===== src/rtl/uart_frame_parser.sv =====
// Framed command parser between the uart RX FIFO and the command decoder: SOF, LEN, payload, XOR checksum.
// Define FRAME_TIMEOUT_EN to add an inter-byte timeout that aborts a stalled frame with err_code 11.
module uart_frame_parser #(
    parameter int              DBIT           = 8,
    parameter logic [DBIT-1:0] SOF_BYTE       = DBIT'(8'hA5),
    parameter int              MAX_LEN        = 16,
    parameter int              TIMEOUT_CYCLES = 100000
) (
    input  logic            clk,
    input  logic            reset_n,
    input  logic            rx_empty,
    input  logic [DBIT-1:0] r_data,
    output logic            rd_uart,
    output logic [DBIT-1:0] m_data,
    output logic            m_valid,
    input  logic            m_ready,
    output logic            m_last,
    output logic            frame_ok,
    output logic            frame_err,
    output logic [1:0]      err_code,
    output logic            busy
);
    localparam int              CNT_W     = $clog2(MAX_LEN + 1);
    localparam logic [DBIT-1:0] MAX_LEN_B = DBIT'(MAX_LEN);
    localparam logic [1:0]      ERR_LEN   = 2'b01;
    localparam logic [1:0]      ERR_CHK   = 2'b10;
    localparam logic [1:0]      ERR_TMO   = 2'b11;

    typedef enum logic [1:0] {
        S_IDLE,
        S_LEN,
        S_PAYLOAD,
        S_CHK
    } state_t;

    state_t           r_state;
    logic [CNT_W-1:0] r_cnt;
    logic [DBIT-1:0]  r_chk;
    logic [DBIT-1:0]  r_m_data;
    logic             r_m_valid;
    logic             r_m_last;
    logic             r_frame_ok;
    logic             r_frame_err;
    logic [1:0]       r_err_code;

    logic             w_can_accept;
    logic             w_pop;
    logic             w_timeout;

    // Only the payload state depends on the output slot; every other state drains the FIFO freely.
    always_comb begin
        w_can_accept = 1'b1;
        if (r_state == S_PAYLOAD) begin
            w_can_accept = !r_m_valid || m_ready;
        end
    end

    assign w_pop   = reset_n && !rx_empty && w_can_accept;
    assign rd_uart = w_pop;

`ifdef FRAME_TIMEOUT_EN
    localparam int             TMR_W    = $clog2(TIMEOUT_CYCLES + 1);
    localparam logic [TMR_W-1:0] TMR_LAST = TMR_W'(TIMEOUT_CYCLES - 1);

    logic [TMR_W-1:0] r_timer;

    // Only starved cycles count; backpressure with data waiting in the FIFO holds the timer.
    assign w_timeout = (r_state != S_IDLE) && rx_empty && (r_timer == TMR_LAST);

    always_ff @(posedge clk) begin
        if (!reset_n || r_state == S_IDLE || w_pop || w_timeout) begin
            r_timer <= '0;
        end else if (rx_empty) begin
            r_timer <= r_timer + TMR_W'(1);
        end
    end
`else
    // Timer compiled out: the comparison is constant false and keeps the parameter referenced.
    assign w_timeout = (TIMEOUT_CYCLES < 0);
`endif

    always_ff @(posedge clk) begin
        if (!reset_n) begin
            r_state     <= S_IDLE;
            r_cnt       <= '0;
            r_chk       <= '0;
            r_m_data    <= '0;
            r_m_valid   <= 1'b0;
            r_m_last    <= 1'b0;
            r_frame_ok  <= 1'b0;
            r_frame_err <= 1'b0;
            r_err_code  <= 2'b00;
        end else begin
            r_frame_ok  <= 1'b0;
            r_frame_err <= 1'b0;
            r_err_code  <= 2'b00;

            if (r_m_valid && m_ready) begin
                r_m_valid <= 1'b0;
                r_m_last  <= 1'b0;
            end

            if (w_timeout) begin
                r_frame_err <= 1'b1;
                r_err_code  <= ERR_TMO;
                r_state     <= S_IDLE;
            end else if (w_pop) begin
                case (r_state)
                    S_IDLE: begin
                        if (r_data == SOF_BYTE) begin
                            r_chk   <= '0;
                            r_state <= S_LEN;
                        end
                    end
                    S_LEN: begin
                        r_chk <= r_data;
                        r_cnt <= CNT_W'(r_data);
                        if (r_data == '0 || r_data > MAX_LEN_B) begin
                            r_frame_err <= 1'b1;
                            r_err_code  <= ERR_LEN;
                            r_state     <= S_IDLE;
                        end else begin
                            r_state <= S_PAYLOAD;
                        end
                    end
                    S_PAYLOAD: begin
                        // Slot is known free here, so this load overrides the handshake clear above.
                        r_m_data  <= r_data;
                        r_m_valid <= 1'b1;
                        r_m_last  <= (r_cnt == CNT_W'(1));
                        r_chk     <= r_chk ^ r_data;
                        r_cnt     <= r_cnt - CNT_W'(1);
                        if (r_cnt == CNT_W'(1)) begin
                            r_state <= S_CHK;
                        end
                    end
                    S_CHK: begin
                        if (r_data == r_chk) begin
                            r_frame_ok <= 1'b1;
                        end else begin
                            r_frame_err <= 1'b1;
                            r_err_code  <= ERR_CHK;
                        end
                        r_state <= S_IDLE;
                    end
                    default: r_state <= S_IDLE;
                endcase
            end
        end
    end

    assign m_data    = r_m_data;
    assign m_valid   = r_m_valid;
    assign m_last    = r_m_last;
    assign frame_ok  = r_frame_ok;
    assign frame_err = r_frame_err;
    assign err_code  = r_err_code;
    assign busy      = (r_state != S_IDLE);

endmodule

===== config.mk =====
export PLATFORM = sky130hd
export DESIGN_NAME = uart_frame_parser
export DESIGN_NICKNAME = d
export VERILOG_FILES = /design/src/rtl/uart_frame_parser.sv
export SDC_FILE = /design/constraint.sdc
export NUM_CORES = 1
export LEC_CHECK = 0
export BUFFER_PORTS_ARGS = -buffer_cell sky130_fd_sc_hd__buf_2
export CORE_UTILIZATION = 28
export CTS_CLUSTER_DIAMETER = 50
export DETAILED_ROUTE_END_ITERATION = 12
export SETUP_SLACK_MARGIN = 0.5
export SLEW_MARGIN = 0
export SYNTH_ARGS = -nofsm -noshare
export SYNTH_HDL_FRONTEND = slang
export SYNTH_SLANG_ARGS = --single-unit

===== constraint.sdc =====
create_clock -name clk -period 3.84 [get_ports clk]
set_clock_uncertainty 0.1 [all_clocks]
set_input_delay 0.192 -clock clk [delete_from_list [all_inputs] [get_ports clk]]
set_output_delay 0.192 -clock clk [all_outputs]
set_load 0.005 [all_outputs]

### Word-level counts from Yosys, hierarchy flattened

Cells that the tools add are included.

* register bits after elaboration: 29
* output and inout port bits: 16

* add/subtract/negate cells: 1
* $lt $le $gt $ge: 1
* equal/unequal tests: 8
* mux-type cells: 21
* bitwise gates (word level): 1
* reductions and logical operators: 18

Operators with widths (number)
* $pmux 8 s3: 1
* $mux 1: 11
* $pmux 5 s2: 1
* $reduce_and 3->1: 3
* $eq 8x8->1: 1
* $eq 8x8->1 const B: 1
* $gt 8x5->1 const B: 1
* $logic_not 8->1: 1
* $mux 2: 4
* $mux 8: 1
* $pmux 2 s4: 1
* $xor 8x8->8: 1
* $reduce_and 2->1: 3
* $eq 5x1->1 const B: 1
* $sub 5x1->5 const B: 1
* $eq 2x2->1 const B: 2
* $pmux 2 s2: 1
* $reduce_bool 2->1: 2
* $logic_and 1x1->1: 3
* $reduce_bool 3->1: 1
* $eq 2x1->1 const B: 1
* $logic_not 1->1: 2
* $logic_not 2->1: 1
* $logic_or 1x1->1: 2
* 3 further kinds: 3

### Longest topological paths before layout

* depth in word-level cells: 5
* depth in mapped cells: 8

### Worst setup path after synthesis

No wires, ideal clock.

* path kind: flip-flop to flip-flop
* start: register r_state[0]
* end: register r_cnt[1]
* library setup time: 76 ps
* arrival: 1563 ps
* slack: 2102 ps
* stages on the path, launching flop included: 8
* clock period less this slack: 1738 ps
* path through: dfxtp_1 -> inv_1 -> ha_1 -> clkbuf_1 -> clkbuf_1 -> nor2_1 -> a211o_1 -> a21boi_0

* longest elaborated chain between the ends: 4
* elaborated cells on any way between the ends: 7

RTL lines
* start: declaration: line 36 `state_t r_state;`
* start signal: assignment: line 84 `r_state <= S_IDLE;`
* start signal: assignment: line 106 `r_state <= S_IDLE;`
* start signal: assignment: line 112 `r_state <= S_LEN;`
* $eq 2x2->1: line 53, 108
* $mux 1: line 53 `if (r_state == S_PAYLOAD) begin`
* $logic_and 1x1->1: line 58 `assign w_pop = reset_n && !rx_empty && w_can_accept;`
* $reduce_and 2->1 (no source line)
* end signal: assignment: line 117 `r_cnt <= CNT_W'(r_data);`
* end signal: assignment: line 132 `r_cnt <= r_cnt - CNT_W'(1);`
* end: declaration: line 37 `logic [CNT_W-1:0] r_cnt;`

Several ways; a longest one is shown, not always the timed one.
A chain may end at the register's enable or synchronous reset.

### Worst setup path after layout

* start: register r_state[0]
* end: register r_chk[5]

* longest elaborated chain between the ends: 4
* elaborated cells on any way between the ends: 9

RTL lines
* $eq 2x2->1: line 53, 108
* $mux 1: line 53
* $logic_and 1x1->1: line 58
* $reduce_and 3->1 (no source line)
* end signal: assignment: line 116 `r_chk <= r_data;`
* end signal: assignment: line 131 `r_chk <= r_chk ^ r_data;`
* end: declaration: line 38 `logic [DBIT-1:0] r_chk;`

Several ways; a longest one is shown, not always the timed one.

==> reports/summary.md <==
Once detail routing completed, the nets flagged for antenna violations numbered 0. The run gives 1267 as the number of global-route vias before repair. The post-synthesis cell area was 0.00164 mm2; the worst hold path depth was 3. The share of total power dissipated in sequential elements is 52.4%.

The first global-routing pass estimated 6.07 mm of wire. Per-instance average area after synthesis: 8.46 um2. During synthesis, Yosys emitted a total of 0 warnings.

The tools report the leakage power as 0.811 nW. The part of the Yosys area used for sequential elements was 35.4%; the clock transition time at the flip-flop clock pins of the worst setup and hold paths was 0.06 ns. From left edge to right edge, the die measures 78.5 um. Setup violations remaining at the end of the flow were counted as 0. The number of antenna diodes in the final layout is 0. The fraction of the cycle the final worst path needs works out to 55.1%.

Number of max-cap violations: 0. The post-route setup TNS came out at 0 ns. After detailed routing, the number of vias per cell comes to 4.74. After detailed routing, the number of remaining DRC violations is 0.

The clock latency on the worst-skew pair was 0.28 ns. Buffer type at the clock tree root: clkbuf_8. The internal portion of the total power is 442 uW. The CTS sink count was 29; the switching part of the total power was 22.9%.

Library cell contributing the largest single delay on the critical path: nand3b_1. For the post-cts resize count, the log shows 0. The number of hold-slack violations in the final timing report is 0. The number of antenna violations at the first check in global routing is 0.

In the layout the commonest cells are 29 x dfxtp_1, 27 x buf_2, 23 x nand2_1. In this run, synthesis inferred 0 flip-flops with an integrated enable. Global routing consumed, over all layers together, 12.7% of the routing resources. The count of cells in the finished layout, fillers not included, comes to 291. The layout overhead on the synthesized area is 15.0%. In this run the power spent charging and discharging nets is 131 uW.

The run gives 36 as the post-synthesis cell type count. The critical path goes through inv_1 -> ha_1 -> nand3b_1 -> nand2_1 -> inv_1 -> nand3b_1 -> mux2i_1. The number of placed instances, taps included, is 283.

The time the final worst path needs with I/O delays and setup was 2.12 ns. The setup fix buffers added after clock tree synthesis was 0. For this run the aggregate overflow at the end of global routing stands at 0. The post-route core utilization was 33.8%; the required time at the worst-slack endpoint was 3.88 ns.

The worst setup path is launched from a register. The critical path capture point type was a register. Type of the most critical hold path: input pin to register. The setup slack after placement was 1.74 ns; the footprint of the multi-input gates was 958 um2.

In this run the power density over the cells is 304 mW/mm2. Measured along the y axis, the die boundary spans 78.5 um. The tools report the area enclosed by the die boundary as 0.00617 mm2. By startpoint and endpoint, the worst setup path is classified as register to register. The final estimated routing congestion in global placement came out at 0.764. Maximum ir drop on the vdd rail: 0.193 mV. TritonCTS built the clock tree. The hold slack was 0.112 ns; the first-pass iteration count of the detailed router was 4.

The top-level I/O count is 28. The synthesized netlist cell count is 194, and the largest net degree at the start of global routing is 27. The relative slew slack is 54.5%, and the number of pins exceeding their max-slew limit in the final report is 0.

The setup slack after layout came out at 1.72 ns. Of all nets on the critical path, the largest fanout is 10. The detailed router placed 1379 vias in this run. Setup repair after global routing left no endpoint under its margin.

The layout cell share with drive strength beyond 1 works out to 16.0%. In the final design database the tool counted 236 nets. The run gives 2.61 mm as the sum of net half-perimeters after detailed placement.

Wires add up to 3.65 mm. The area of the placeable core is 0.00557 mm2. In the synthesized netlist the dominant register cell turns out to be dfxtp_1. Per-cell routed wire length: 12.5 um. The largest single stage delay on the critical path is 0.43 ns. For the number of buffers created by CTS, the log shows 5. The number of cells on the worst reg-to-reg path is 7. The hold buffer count at cts came out at 0. The library cell used most frequently in the layout, excluding fill and tap cells, is dfxtp_1. The sequential cells in the finished layout cover a total of 581 um2. The synthesized net count came out at 212. The flow ran to the end, and the final reports show no timing, DRC or antenna violations. During placement, the flow inserted port buffers numbering 27. The layout has 622 filler cells. For the CTS H-tree depth, the log shows 2.

Counting flops with an async set or reset pin after synthesis yields a share of 0%. For the clock share of power, the log shows 41.8%. For the worst setup path, the data arrival time is 2.16 ns. Combinational logic burns 5.8% of the power. In this run the core area contains 27 standard-cell rows.

For this run, the top clock speed supported by timing is 0.472 GHz. The flop and latch count out of synthesis is 29, and the worst-margin pin slew is 0.681 ns. For this block, the initial DRC count from the detailed router was 99.

The initial utilization of the core area, before any placement, comes to 29.4%. The tools report the maximum buffer depth of the clock tree as 2.
## synth_stat cells, drive strengths merged (2+ instances only)
cell type   n  area [um2]
nand3b      2        15.0
o21ai      11        58.8
clkbuf      6        27.5
nand2b     10        62.6
a21oi       6        30.0
dfxtp      29         581
nand4       3        18.8
ha          6        75.1
a21boi     10        75.1
xnor2       9        78.8
nor2       13        48.8
mux2i      20         200
nand3       6        30.0
nor2b       9        56.3
buf         4        31.3
o21bai      2        15.0
inv         9        33.8
nor3        2        10.0
nand2      23        86.3
o22ai       3        18.8
## critical path: cells and delay by family, from the launching register on
kind                       cells  cell delay, ns
adders and majority gates      1            0.35
buffers and inverters          2            0.24
DFF                            1            0.37
muxes                          1            0.24
and+or+nand+nor                3            0.68
## logic make-up (layout without fill, tap and decap cells)
group / Yosys count / count (layout) / synth area share [%]
AND/OR/NAND/NOR: 75 / 75 / 23.3
AO/OA/AOI/OAI: 35 / 35 / 13.5
flip-flops: 29 / 29 / 35.4
multiplexers: 20 / 20 / 12.2
buffers and inverters: 20 / 45 / 6.18
XOR/XNOR: 9 / 9 / 4.81
adder cells (fa/ha/maj): 6 / 6 / 4.58
## per-layer routing
metal / vias up / global-route usage (%) / share of wire, %
met5: - / 0 / 0
met4: 0 / 4.26 / 1.3
met3: 6 / 3.84 / 4.5
met2: 25 / 20.3 / 45
met1: 639 / 16.0 / 49
li1: 709 / - / -
## stage by stage
step           total power, mW  area, um2
2_1_floorplan            0.327       1640
3_3_place_gp             0.341       1810
3_5_place_dp             0.341       1810
4_1_cts                  0.583       1890
5_1_grt                  0.600       1890
6_report                 0.574       1890
## sequential cells by signal, indices dropped and copies added, names as in the netlist, named ones only
register   count
m_data         8
r_chk          8
r_cnt          5
err_code       2
frame_err      1
frame_ok       1
m_last         1
m_valid        1
r_state        1
## power groups by stage
stage	clock (mW)	combinational [mW]	sequential (mW)
3_3_place_gp	0	0.0337	0.308
4_1_cts	0.248	0.0338	0.301
6_report	0.240	0.0333	0.301
2_1_floorplan	0	0.0194	0.308
5_1_grt	0.262	0.0369	0.301
3_5_place_dp	0	0.0336	0.308
## path summary, 6_finish.rpt
path / start / to / slack [ns]
hold reg to reg: m_last$_SDFF_PN0_ / m_last$_SDFF_PN0_ / 0.38
setup reg to reg: r_state[0]$_SDFFE_PN0P_ / r_chk[5]$_SDFFE_PN0P_ / 1.72
hold / removal: rx_empty / r_state[0]$_SDFFE_PN0P_ / 0.11
setup / recovery: r_state[0]$_SDFFE_PN0P_ / r_chk[5]$_SDFFE_PN0P_ / 1.72
## cell type report
type                       instances  area share, %
tap                               72           4.78
multi-input combinational        145           50.8
timing repair buffer              28           7.56
sequential                        29           30.8
clock buffer                       8           4.25
inverter                           9           1.79
Power figures use the tool's default switching activity.
